$ cat src/rtl/alu_result_queue.sv
// ---------------------------------------------------------------------------
// alu_result_queue
//   First-word-fall-through result queue behind the 32-bit logic (AND) unit.
//   It captures every accepted unit result and holds up to DEPTH entries until
//   writeback consumes them. The head entry and its zero/negative flags are
//   always presented on the outputs. A sticky flag records any result that
//   was dropped because the queue was full.
//
// Ports
//   clk        i  clock; all state updates on the rising edge
//   rst_n      i  asynchronous active-low reset
//   in_valid   i  execute stage presents a result this cycle
//   in_data    i  result from the logic unit
//   in_ready   o  queue can accept (not full)
//   out_valid  o  head entry present (not empty)
//   out_data   o  head entry data
//   out_zero   o  head entry is zero
//   out_neg    o  head entry sign bit
//   out_ready  i  writeback consumes the head this cycle
//   count      o  number of entries held, 0..DEPTH
//   overflow   o  sticky: a push was attempted while full
//   clr_ovf    i  synchronous clear of overflow
// ---------------------------------------------------------------------------
module alu_result_queue #(
    parameter int WIDTH = 32,
    parameter int DEPTH = 4
) (
    input  logic                     clk,
    input  logic                     rst_n,
    input  logic                     in_valid,
    input  logic [WIDTH-1:0]         in_data,
    output logic                     in_ready,
    output logic                     out_valid,
    output logic [WIDTH-1:0]         out_data,
    output logic                     out_zero,
    output logic                     out_neg,
    input  logic                     out_ready,
    output logic [$clog2(DEPTH):0]   count,
    output logic                     overflow,
    input  logic                     clr_ovf
);

    localparam int AW = $clog2(DEPTH);
    localparam logic [AW:0] FULL = (AW+1)'(DEPTH);

    logic [WIDTH-1:0] r_mem [DEPTH];
    logic [AW-1:0]    r_wp;
    logic [AW-1:0]    r_rp;
    logic [AW:0]      r_count;
    logic             r_ovf;

    logic w_push;
    logic w_pop;
    logic w_full;

    // Readiness comes from the registered count only, so a pop in the same
    // cycle never makes room for a push into a full queue.
    assign w_full   = (r_count == FULL);
    assign in_ready = ~w_full;
    assign out_valid = (r_count != '0);

    assign w_push = in_valid & ~w_full;
    assign w_pop  = out_ready & out_valid;

    // Storage is not reset; out_valid qualifies the head.
    always_ff @(posedge clk) begin
        if (w_push) begin
            r_mem[r_wp] <= in_data;
        end
    end

    always_ff @(posedge clk or negedge rst_n) begin
        if (!rst_n) begin
            r_wp    <= '0;
            r_rp    <= '0;
            r_count <= '0;
            r_ovf   <= 1'b0;
        end else begin
            if (w_push) begin
                r_wp <= r_wp + 1'b1;
            end
            if (w_pop) begin
                r_rp <= r_rp + 1'b1;
            end
            if (w_push && !w_pop) begin
                r_count <= r_count + 1'b1;
            end else if (w_pop && !w_push) begin
                r_count <= r_count - 1'b1;
            end
            // A dropped push takes priority over a clear in the same cycle.
            if (in_valid && w_full) begin
                r_ovf <= 1'b1;
            end else if (clr_ovf) begin
                r_ovf <= 1'b0;
            end
        end
    end

    assign out_data = r_mem[r_rp];
    assign out_zero = (out_data == '0);
    assign out_neg  = out_data[WIDTH-1];
    assign count    = r_count;
    assign overflow = r_ovf;

endmodule

$ cat config.mk
export PLATFORM = sky130hd
export DESIGN_NAME = alu_result_queue
export DESIGN_NICKNAME = d
export VERILOG_FILES = /design/src/rtl/alu_result_queue.sv
export SDC_FILE = /design/constraint.sdc
export NUM_CORES = 1
export LEC_CHECK = 0
export ABC_AREA = 0
export CAP_MARGIN = 25
export CORE_MARGIN = 2
export CORE_UTILIZATION = 53
export DETAILED_ROUTE_END_ITERATION = 12
export HOLD_SLACK_MARGIN = 0.12
export PLACE_DENSITY_LB_ADDON = 0.25
export SLEW_MARGIN = 0
export SYNTH_ARGS = -nofsm -noshare
export SYNTH_HDL_FRONTEND = slang
export SYNTH_SLANG_ARGS = --single-unit
$ cat constraint.sdc
create_clock -name clk -period 2.7 [get_ports clk]
set_input_delay 0.54 -clock clk [delete_from_list [all_inputs] [get_ports clk]]
set_output_delay 0.54 -clock clk [all_outputs]
set_load 0.02 [all_outputs]
==> summary.txt, run 1 <==
Outcome
  • Run status: complete, but fails checks
  • Violated checks: negative setup slack

Power
  • Leak Pwr: 2.52 nW
  • Power Density: 1250 mW/mm^2
  • Worst voltage drop across the vdd grid: 0.611 mV
  • Total Power: 0.00893 W

CTS
  • Post-CTS Hold Fix Bufs: 0
  • Clock sink count: 136
  • CTS Root Cell: sky130_fd_sc_hd__clkbuf_8
  • Maximum number of buffers from clock root to sink: 2
  • Number of buffers created by CTS: 17
  • Worst-Skew Late Latency: 0.51 ns
  • CTS tree: yes
  • CTS clock-pin slew for the worst setup and hold paths: 0.06 ns
  • Deepest level of the CTS H-tree: 4

Timing
  • Final clock skew: 0.00721 ns
  • Final setup vio count: 1
  • Worst path setup slack after routing: -0.462 ns
  • Actual transition at the worst max-transition pin: 0.487 ns
  • Fin crit period: 3.16 ns
  • Worst slew margin relative to its limit: 67.5%
  • Max-slew violations: 0
  • Highest clock frequency the design can meet: 0.316 GHz
  • Final number of hold-violating endpoints: 0
  • Fraction of the cycle the final worst path needs: 117%
  • Setup repair after global routing missed its margin: true

Floorplan
  • Die span in y: 103 um
  • Std-Cell Rows: 35
  • Total Die Area: 0.0105 sq mm
  • Initial core utilization: 55.2%
  • Horizontal extent of the die: 103 um
  • Top-level port count: 77
  • Floorplan Core Area: 0.00933 sq mm

Global routing
  • Via count of the first global-routing pass: 2890
  • Largest net degree at the start of global routing: 33
  • Global-route wire length before repair: 15.3 mm
  • Total overflow reported by the global router: 0
  • Top Usage Layer GRT: met2
  • Antenna violations before repair: 0
  • Grt met3 use: 5.69%
  • Global Route met2 Usage: 34.4%
  • GR Layer Usage met1: 26.5%
  • Total global-route track usage: 20.8%

Synthesis
  • Biggest area consumer among synthesized cells: sky130_fd_sc_hd__edfxtp_1
  • #FFs+latches synth: 136
  • Average size of a mapped cell: 23.5 sq um
  • Synth top area share: 74.7%
  • Sequential element share of the synthesized area: 78.6%
  • Post-Syn Area: 0.00515 sq mm
  • Post-synth net total: 262
  • Post-synthesis instance total: 219
  • Top cells by area, synth: sky130_fd_sc_hd__edfxtp_1 75%, sky130_fd_sc_hd__mux4_2 14%, sky130_fd_sc_hd__dfrtp_1 3.9%, sky130_fd_sc_hd__ha_1 1.2%, sky130_fd_sc_hd__nor4_1 0.97%
  • Count of unique library cells instantiated by Yosys: 24
  • YS warnings: 0

Hold path
  • Path class of the lowest-slack min-delay path: primary input to async pin

Route
  • Post-DRT Antenna Nets: 0
  • Total iterations of the first detailed-routing run: 4
  • Number of vias per cell after detailed routing: 5.42
  • Drt drc: 0
  • Via count: 2697
  • Number of DRC markers in iteration 0: 74
  • Overall routed net length: 10.2 mm
  • Wire length per cell after detailed routing: 20.6 um

Setup path
  • Sort of element at the end of the critical path: primary output
  • CP Launch Type: register
  • Required time worst endpoint: 2.16 ns
  • Maximum cell stage delay along the critical path: 0.53 ns
  • WS Path Type: register to primary output
  • Worst path cell trace: buf_12 -> buf_4 -> mux4_2 -> nor4_2 -> nand4_1 -> nor2_2 -> buf_6
  • CP arrival: 2.62 ns
  • Highest net fanout along the worst path: 15
  • Slowest cell on the critical path: sky130_fd_sc_hd__mux4_2

Cells and area
  • Share of final-layout standard cells stronger than drive strength 1: 40.9%
  • Net count reported at finish: 399
  • Diodes inserted: 0
  • Share of the core filled with cells: 76.5%
  • Post-synthesis to final-layout area growth: 38.6%

Placed design
  • Port buffer count: 76
  • Final HPWL DP: 5.83 mm
  • Final Wtd Congestion: 0.736

Run
  • Max-cap violation count: 0
[synthesized netlist by cell type]
cell	n
sky130_fd_sc_hd__nor2_1	3
sky130_fd_sc_hd__buf_4	2
sky130_fd_sc_hd__and2_1	1
sky130_fd_sc_hd__xnor2_1	4
sky130_fd_sc_hd__mux4_1	1
sky130_fd_sc_hd__nor4_1	8
sky130_fd_sc_hd__xor2_1	2
sky130_fd_sc_hd__and3_1	4
sky130_fd_sc_hd__o21ai_0	1
sky130_fd_sc_hd__mux2_1	1
sky130_fd_sc_hd__buf_6	2
sky130_fd_sc_hd__mux4_2	31
sky130_fd_sc_hd__clkbuf_1	4
sky130_fd_sc_hd__fa_1	1
sky130_fd_sc_hd__edfxtp_1	128
sky130_fd_sc_hd__ha_1	5
sky130_fd_sc_hd__buf_12	1
sky130_fd_sc_hd__mux2_2	1
sky130_fd_sc_hd__nand4_1	2
sky130_fd_sc_hd__nand2_1	2
sky130_fd_sc_hd__dfrtp_1	8
sky130_fd_sc_hd__or3_1	1
sky130_fd_sc_hd__inv_1	4
sky130_fd_sc_hd__nand3_1	2
[path summary, 6_finish.rpt]
path / start / to / slack [ns] / cells after the start
setup / recovery: r_rp[0] / out_zero / -0.46 / 7
hold / removal: rst_n / overflow / 0.33 / 1
setup reg to reg: count[2] / count[2] / 0.54 / 8
hold reg to reg: overflow / overflow / 0.53 / 2
max in group asynchronous: rst_n / r_rp[0] / 2.05 / 1
min in group clk: overflow / overflow / 0.53 / 2
[cell type report]
cell class | count | area (sq um)
sequential | 136 | 4050
fill | 540 | 2190
timing repair buffer | 127 | 1200
multi-input combinational | 70 | 1090
clock buffer | 18 | 418
clock inverter | 14 | 199
tap | 129 | 161
inverter | 4 | 15.0
[per-stage QoR]
step	instances	cell area [sq um]	setup WS (ns)	hold WS, ns	TNS, ns
global placement	455	6360	-0.474	0.517	-0.474
detailed placement	455	6360	-0.475	0.527	-0.475
finish	498	7130	-0.462	0.329	-0.462
CTS	496	7150	-0.476	0.329	-0.481
floorplan	219	5150	0.135	0.244	0
global route	498	7130	-0.579	0.328	-0.703
[critical path: cells and delay by family, from the launching register on]
family | cells | cell delay, ns
mux | 1 | 0.53
simple gates | 3 | 0.69
buf+inv | 3 | 0.45
flops | 1 | 0.44
[sequential cells by signal, summed over array words and instances (netlist names)]
name and cells:
r_rp 2, count 3, r_wp 2, r_mem 128
overflow 1
[routing by layer]
metal  routed length, um  vias up  part of all wire (%)
met5                   0        -                     0
met4                 182        0                   1.8
met3                 467       15                   4.6
met2                5390       75                    53
met1                4190     1402                    41
li1                    -     1205                     -
[cell usage in the layout (no fill, tap or decap), drive strengths merged, types with 2 or more instances in the layout]
cell type / netlist / final
edfxtp: 128 / 128
buf: 5 / 75
clkdlybuf4s50: 0 / 42
mux4: 32 / 32
clkbuf: 4 / 21
dfrtp: 8 / 8
nor4: 8 / 8
inv: 4 / 6
ha: 5 / 5
and3: 4 / 4
xnor2: 4 / 4
clkinvlp: 0 / 4
bufinv: 0 / 4
dlygate4sd2: 0 / 4
clkinv: 0 / 4
clkdlybuf4s15: 0 / 3
nor2: 3 / 3
nand2: 2 / 2
nand4: 2 / 2
nand3: 2 / 2
xor2: 2 / 2
mux2: 2 / 2
[what timing repair did]
item | CTS | global route
pin swaps | 0 | 1
resized for setup | 99 | 18
buffers inserted | 8 | 5
cloned | 1 | 0
hold endpoints to repair | 0 | 0
setup endpoints to repair | 34 | 18
[kinds of logic after synthesis]
family	synth area share [%]
flops	78.6
mux	14.5
simple gates	2.50
buf+inv	1.70
xor+xnor	1.02
fa+ha+maj	1.60
compound gates	0.0971
[power by group]
group	total [W]	switching (W)	internal (W)
clock	0.00236	0.000850	0.00151
combinational	0.00360	0.00176	0.00184
sequential	0.00297	0.000168	0.00280
Note: power is estimated with default switching activity, not from simulation.
==> run 2: changes to the inputs <==
- CORE_UTILIZATION: 53 -> 58
- clock period: 2.7 -> 3.69 ns (I/O delays scaled with it)
==> run 2 against run 1 <==
Compared with the run above:
- register-to-register slack improved by 0.97 ns
- clock skew grew 0.0053 ns
- critical path type unchanged
- largest cell class unchanged
- final cell count is 12% lower
- worst setup slack better by 0.61 ns
- wire length shrank 6.2%
- via count fell by 5.9%
- clock power shrank 35%
- the run now ends clean
- total power is 34% lower
- die area decreased by 8.3%
- largest power group is now sequential cells
- combinational power down 40%
==> summary.txt, run 2 (synthesized netlist as in run 1, its figures left out) <==
Outcome
  • Run status: completed

Global routing
  • Largest net degree at the start of global routing: 33
  • Via count of the first global-routing pass: 2777
  • Total global-route track usage: 21.3%
  • Total overflow reported by the global router: 0
  • Global-route wire length before repair: 14.9 mm
  • Antenna violations before repair: 0

Timing
  • Fin crit period: 3.54 ns
  • Actual transition at the worst max-transition pin: 0.499 ns
  • Final number of hold-violating endpoints: 0
  • Max-slew violations: 0
  • Final clock skew: 0.0125 ns
  • Fraction of the cycle the final worst path needs: 95.9%
  • Setup repair after global routing missed its margin: false
  • Worst slew margin relative to its limit: 66.7%
  • Setup TNS: 0 ns
  • Highest clock frequency the design can meet: 0.283 GHz
  • Final setup vio count: 0

Setup path
  • Reg-to-Reg End: count[2]
  • R2R cell count: 8
  • CP Launch Type: register
  • CP arrival: 2.80 ns
  • WS Path Type: register to primary output
  • Highest net fanout along the worst path: 12
  • Worst setup path startpoint: r_rp[0]
  • Source of the worst register-to-register timing path: count[2]
  • Required time worst endpoint: 2.95 ns
  • Endpoint of the most critical setup path: out_zero
  • Sort of element at the end of the critical path: primary output
  • R2R Setup Slk: 1.51 ns

Placed design
  • Final Wtd Congestion: 0.746
  • Placement-stage cell area: 0.00608 sq mm
  • Port buffer count: 76
  • Final HPWL DP: 5.97 mm

Power
  • Leak Pwr: 2.25 nW
  • Total Power: 0.00587 W
  • Worst voltage drop across the vdd grid: 0.511 mV
  • Power Density: 879 mW/mm^2

Floorplan
  • Std-Cell Rows: 34
  • Horizontal extent of the die: 98.2 um
  • Initial core utilization: 59.3%
  • Floorplan Core Area: 0.00868 sq mm
  • Top-level port count: 77
  • Die span in y: 98.2 um
  • Total Die Area: 0.00964 sq mm

CTS
  • CTS Root Cell: sky130_fd_sc_hd__clkbuf_8
  • Post-CTS Hold Fix Bufs: 0
  • CTS clock-pin slew for the worst setup and hold paths: 0.07 ns
  • Clock sink count: 136
  • Deepest level of the CTS H-tree: 4
  • CTS tree: yes
  • Number of buffers created by CTS: 17
  • Worst-Skew Late Latency: 0.52 ns
  • Maximum number of buffers from clock root to sink: 2

Cells and area
  • Post-route cell area: 0.00667 sq mm
  • Sequential Area: 0.00405 sq mm
  • Most flop-heavy register: r_mem
  • Area of the multi-input gates: 0.00105 sq mm
  • Largest register FFs: 128
  • Diodes inserted: 0
  • Commonest non-fill, non-tap cell in the layout: sky130_fd_sc_hd__edfxtp_1
  • Net count reported at finish: 361
  • Post-synthesis to final-layout area growth: 29.6%
  • Share of final-layout standard cells stronger than drive strength 1: 24.8%
  • Most frequent cells in the layout: 128 x sky130_fd_sc_hd__edfxtp_1, 75 x sky130_fd_sc_hd__clkdlybuf4s50_1, 31 x sky130_fd_sc_hd__mux4_2
  • Number of filler cells placed in the layout: 487

Route
  • Number of vias per cell after detailed routing: 5.78
  • Overall routed net length: 9.60 mm
  • Drt drc: 0
  • Via count: 2539
  • Number of DRC markers in iteration 0: 93
  • Post-DRT Antenna Nets: 0
  • Wire length per cell after detailed routing: 21.9 um
  • Total iterations of the first detailed-routing run: 4

Hold path
  • Path class of the lowest-slack min-delay path: primary input to async pin

Run
  • Max-cap violation count: 0
## run 2: critical path: stages (launching register included)
cell	delay (ns)
sky130_fd_sc_hd__dfrtp_2	0.47
sky130_fd_sc_hd__buf_12	0.19
sky130_fd_sc_hd__mux4_2	0.55
sky130_fd_sc_hd__nor4_2	0.35
sky130_fd_sc_hd__nand4_1	0.21
sky130_fd_sc_hd__nor2_1	0.16
sky130_fd_sc_hd__dlygate4sd2_1	0.36
## run 2: how the worst min path moves through the flow
stage              from        to  depth (start not counted)
2_1_floorplan     rst_n  count[0]                          0
3_3_place_gp   overflow  overflow                          2
3_5_place_dp   overflow  overflow                          2
4_1_cts           rst_n  overflow                          1
5_1_grt           rst_n   r_wp[0]                          1
6_report          rst_n  overflow                          1
## run 2: timing repair
item,CTS,global route
setup buffers,2,0
resized for setup,6,0
setup endpoints to repair,1,0
## run 2: final cells by class
| cell class | count | area share [%] |
|---|---|---|
| Clock inverter | 15 | 2.01 |
| Multi-Input combinational cell | 70 | 15.7 |
| Tap cell | 108 | 2.03 |
| Timing Repair Buffer | 89 | 13.2 |
| Sequential cell | 136 | 60.6 |
| Clock buffer | 17 | 6.21 |
| Inverter | 4 | 0.225 |
## run 2: routing by layer
metal	part of all wire, %	GRT usage [%]
met1	39	25.6
met5	0	0
met2	54	36.5
met4	1.5	8.22
met3	6.4	6.59
## run 2: through the flow
step / cells / utilization, % / hold slack (ns) / setup slack, ns
after floorplan: 219 / - / 0.442 / 0.927
after global placement: 405 / 70.1 / 0.516 / 0.210
after detailed placement: 405 / 70.1 / 0.525 / 0.184
after CTS: 439 / 76.9 / 0.504 / 0.105
after global routing: 439 / 76.9 / 0.519 / 0.0296
final: 439 / 76.9 / 0.516 / 0.151
## run 2: report_power, final
group,switching (W),internal (W),leakage (nW)
Sequential,0.000118,0.00205,1.27
Clock,0.000676,0.000852,0.264
Combinational,0.00112,0.00105,0.717
==> run 3: changes to the inputs <==
- CORE_UTILIZATION: 58 -> 35
- clock period: 3.69 -> 4 ns (I/O delays scaled with it)
==> run 3 against run 2 <==
Compared with the run above:
- combinational power is 9.2% lower
- global-route usage is 7.8 points lower
- final cell count is 15% higher
==> summary.txt, run 3 (synthesized netlist as in run 1, its figures left out) <==
Outcome
  • Run status: completed

Timing
  • Highest clock frequency the design can meet: 0.262 GHz
  • Final setup vio count: 0
  • Actual transition at the worst max-transition pin: 0.915 ns
  • Setup repair after global routing missed its margin: false
  • Fraction of the cycle the final worst path needs: 95.6%
  • Min Hold Slack: 0.517 ns
  • Final number of hold-violating endpoints: 0
  • Fin crit period: 3.82 ns
  • Setup TNS: 0 ns
  • Max-slew violations: 0
  • Final clock skew: 0.0128 ns
  • Worst slew margin relative to its limit: 39.0%

Global routing
  • Largest net degree at the start of global routing: 34
  • Antenna violations before repair: 0
  • Total overflow reported by the global router: 0
  • Total global-route track usage: 13.5%
  • Via count of the first global-routing pass: 2658
  • Global-route wire length before repair: 15.3 mm

CTS
  • CTS Root Cell: sky130_fd_sc_hd__clkbuf_16
  • Post-CTS Hold Fix Bufs: 0
  • Number of buffers created by CTS: 17
  • Clock sink count: 136
  • CTS clock-pin slew for the worst setup and hold paths: 0.06 ns
  • Maximum number of buffers from clock root to sink: 2
  • CTS tree: yes
  • Worst-Skew Late Latency: 0.41 ns
  • Deepest level of the CTS H-tree: 4

Cells and area
  • Largest register FFs: 128
  • Most flop-heavy register: r_mem
  • Post-synthesis to final-layout area growth: 31.2%
  • Post-route cell area: 0.00676 sq mm
  • Share of final-layout standard cells stronger than drive strength 1: 22.6%
  • Share of the core filled with cells: 46.8%
  • Number of filler cells placed in the layout: 1221
  • Commonest non-fill, non-tap cell in the layout: sky130_fd_sc_hd__edfxtp_1
  • Net count reported at finish: 353
  • Non-Filler Instances: 507
  • Most frequent cells in the layout: 128 x sky130_fd_sc_hd__edfxtp_1, 76 x sky130_fd_sc_hd__clkdlybuf4s50_1, 31 x sky130_fd_sc_hd__mux4_2
  • Diodes inserted: 0

Floorplan
  • Top-level port count: 77
  • Horizontal extent of the die: 125 um
  • Die span in y: 125 um
  • Std-Cell Rows: 44
  • Initial core utilization: 35.7%
  • Floorplan Core Area: 0.0144 sq mm
  • Total Die Area: 0.0157 sq mm

Power
  • Leak Pwr: 2.22 nW
  • Power Density: 814 mW/mm^2
  • Worst voltage drop across the vdd grid: 0.408 mV
  • Share of total power in combinational logic: 35.8%
  • Fraction of power spent switching nets: 30.6%
  • Internal power contribution: 0.00382 W
  • Reported net switching power: 0.00168 W
  • Part of the total power dissipated in the clock network: 27.8%
  • Share of power burned in registers: 36.4%

Placed design
  • Final HPWL DP: 6.12 mm
  • Cell count after placement: 473
  • Final Wtd Congestion: 0.643
  • Port buffer count: 76
  • Placement-stage cell area: 0.00613 sq mm

Setup path
  • CP arrival: 3.02 ns
  • WS Path Type: register to primary output
  • Required time worst endpoint: 3.20 ns
  • CP Launch Type: register
  • Highest net fanout along the worst path: 12
  • Sort of element at the end of the critical path: primary output

Route
  • Total iterations of the first detailed-routing run: 4
  • Drt drc: 0
  • Post-DRT Antenna Nets: 0
  • Number of DRC markers in iteration 0: 190
  • Wire length per cell after detailed routing: 19.5 um
  • Via count: 2438
  • Number of vias per cell after detailed routing: 4.81
  • Overall routed net length: 9.89 mm

Hold path
  • Path class of the lowest-slack min-delay path: register to register

Run
  • Max-cap violation count: 0
## run 3: cell types whose count changed in the layout (fill, tap and decap cells not counted), sizes merged
cell,previous run,this run
clkinv,3,7
dlygate4sd2,1,0
buf,13,5
clkdlybuf4s50,75,76
clkbuf,17,19
bufinv,0,3
inv,14,5
## run 3: final timing paths
| kind | to | slack [ns] | start | cells past startpoint |
|---|---|---|---|---|
| worst max-delay path | out_zero | 0.18 | r_rp[0] | 6 |
| worst min-delay path | overflow | 0.52 | overflow | 2 |
| worst max register to register | count[2] | 1.88 | count[2] | 8 |
| worst min register to register | overflow | 0.52 | overflow | 2 |
| max in group asynchronous | r_rp[0] | 3.04 | rst_n | 1 |
| min in group asynchronous | count[0] | 0.66 | rst_n | 1 |
## run 3: through the flow
stage / total power, W / worst slack [ns]
2_1_floorplan: 0.00319 / 1.17
3_3_place_gp: 0.00400 / 0.306
3_5_place_dp: 0.00402 / 0.280
4_1_cts: 0.00560 / 0.0808
5_1_grt: 0.00577 / 0.0307
6_report: 0.00550 / 0.176
## run 3: routing by layer
layer	share of wire, %	wire length (um)	global-route usage, %
met4	0.96	95	4.71
met5	0	0	0
met1	43	4210	16.2
met2	51	5000	22.1
met3	5.9	581	5.48
## run 3: power groups by stage
stage	combinational, W	sequential (W)	clock [W]
after floorplan	0.00118	0.00201	0
after global placement	0.00197	0.00203	0
after detailed placement	0.00197	0.00205	0
after CTS	0.00203	0.00201	0.00156
after global routing	0.00212	0.00203	0.00162
final	0.00197	0.00200	0.00153
## run 3: timing repair
item / CTS / global route
buffers inserted: 2 / 0
endpoints found under the setup margin: 1 / 0
resized for setup: 4 / 0
## run 3: worst max-delay path, cell delays in order (launching register included)
cell                              delay, ns
sky130_fd_sc_hd__dfrtp_4               0.49
sky130_fd_sc_hd__buf_12                0.18
sky130_fd_sc_hd__mux4_2                0.57
sky130_fd_sc_hd__nor4_2                0.38
sky130_fd_sc_hd__nand4_1               0.17
sky130_fd_sc_hd__nor2_1                0.18
sky130_fd_sc_hd__clkdlybuf4s50_1       0.63
## run 3: final cells by class
class                   instances  area (sq um)  area share (%)
repair buffers                 81           836            12.4
clock inverters                13           154            2.28
multi-input cells              70          1040            15.4
flip-flops and latches        136          4050            59.9
clock buffers                  19           433            6.41
well taps                     184           230            3.41
inverters                       4          15.0           0.222
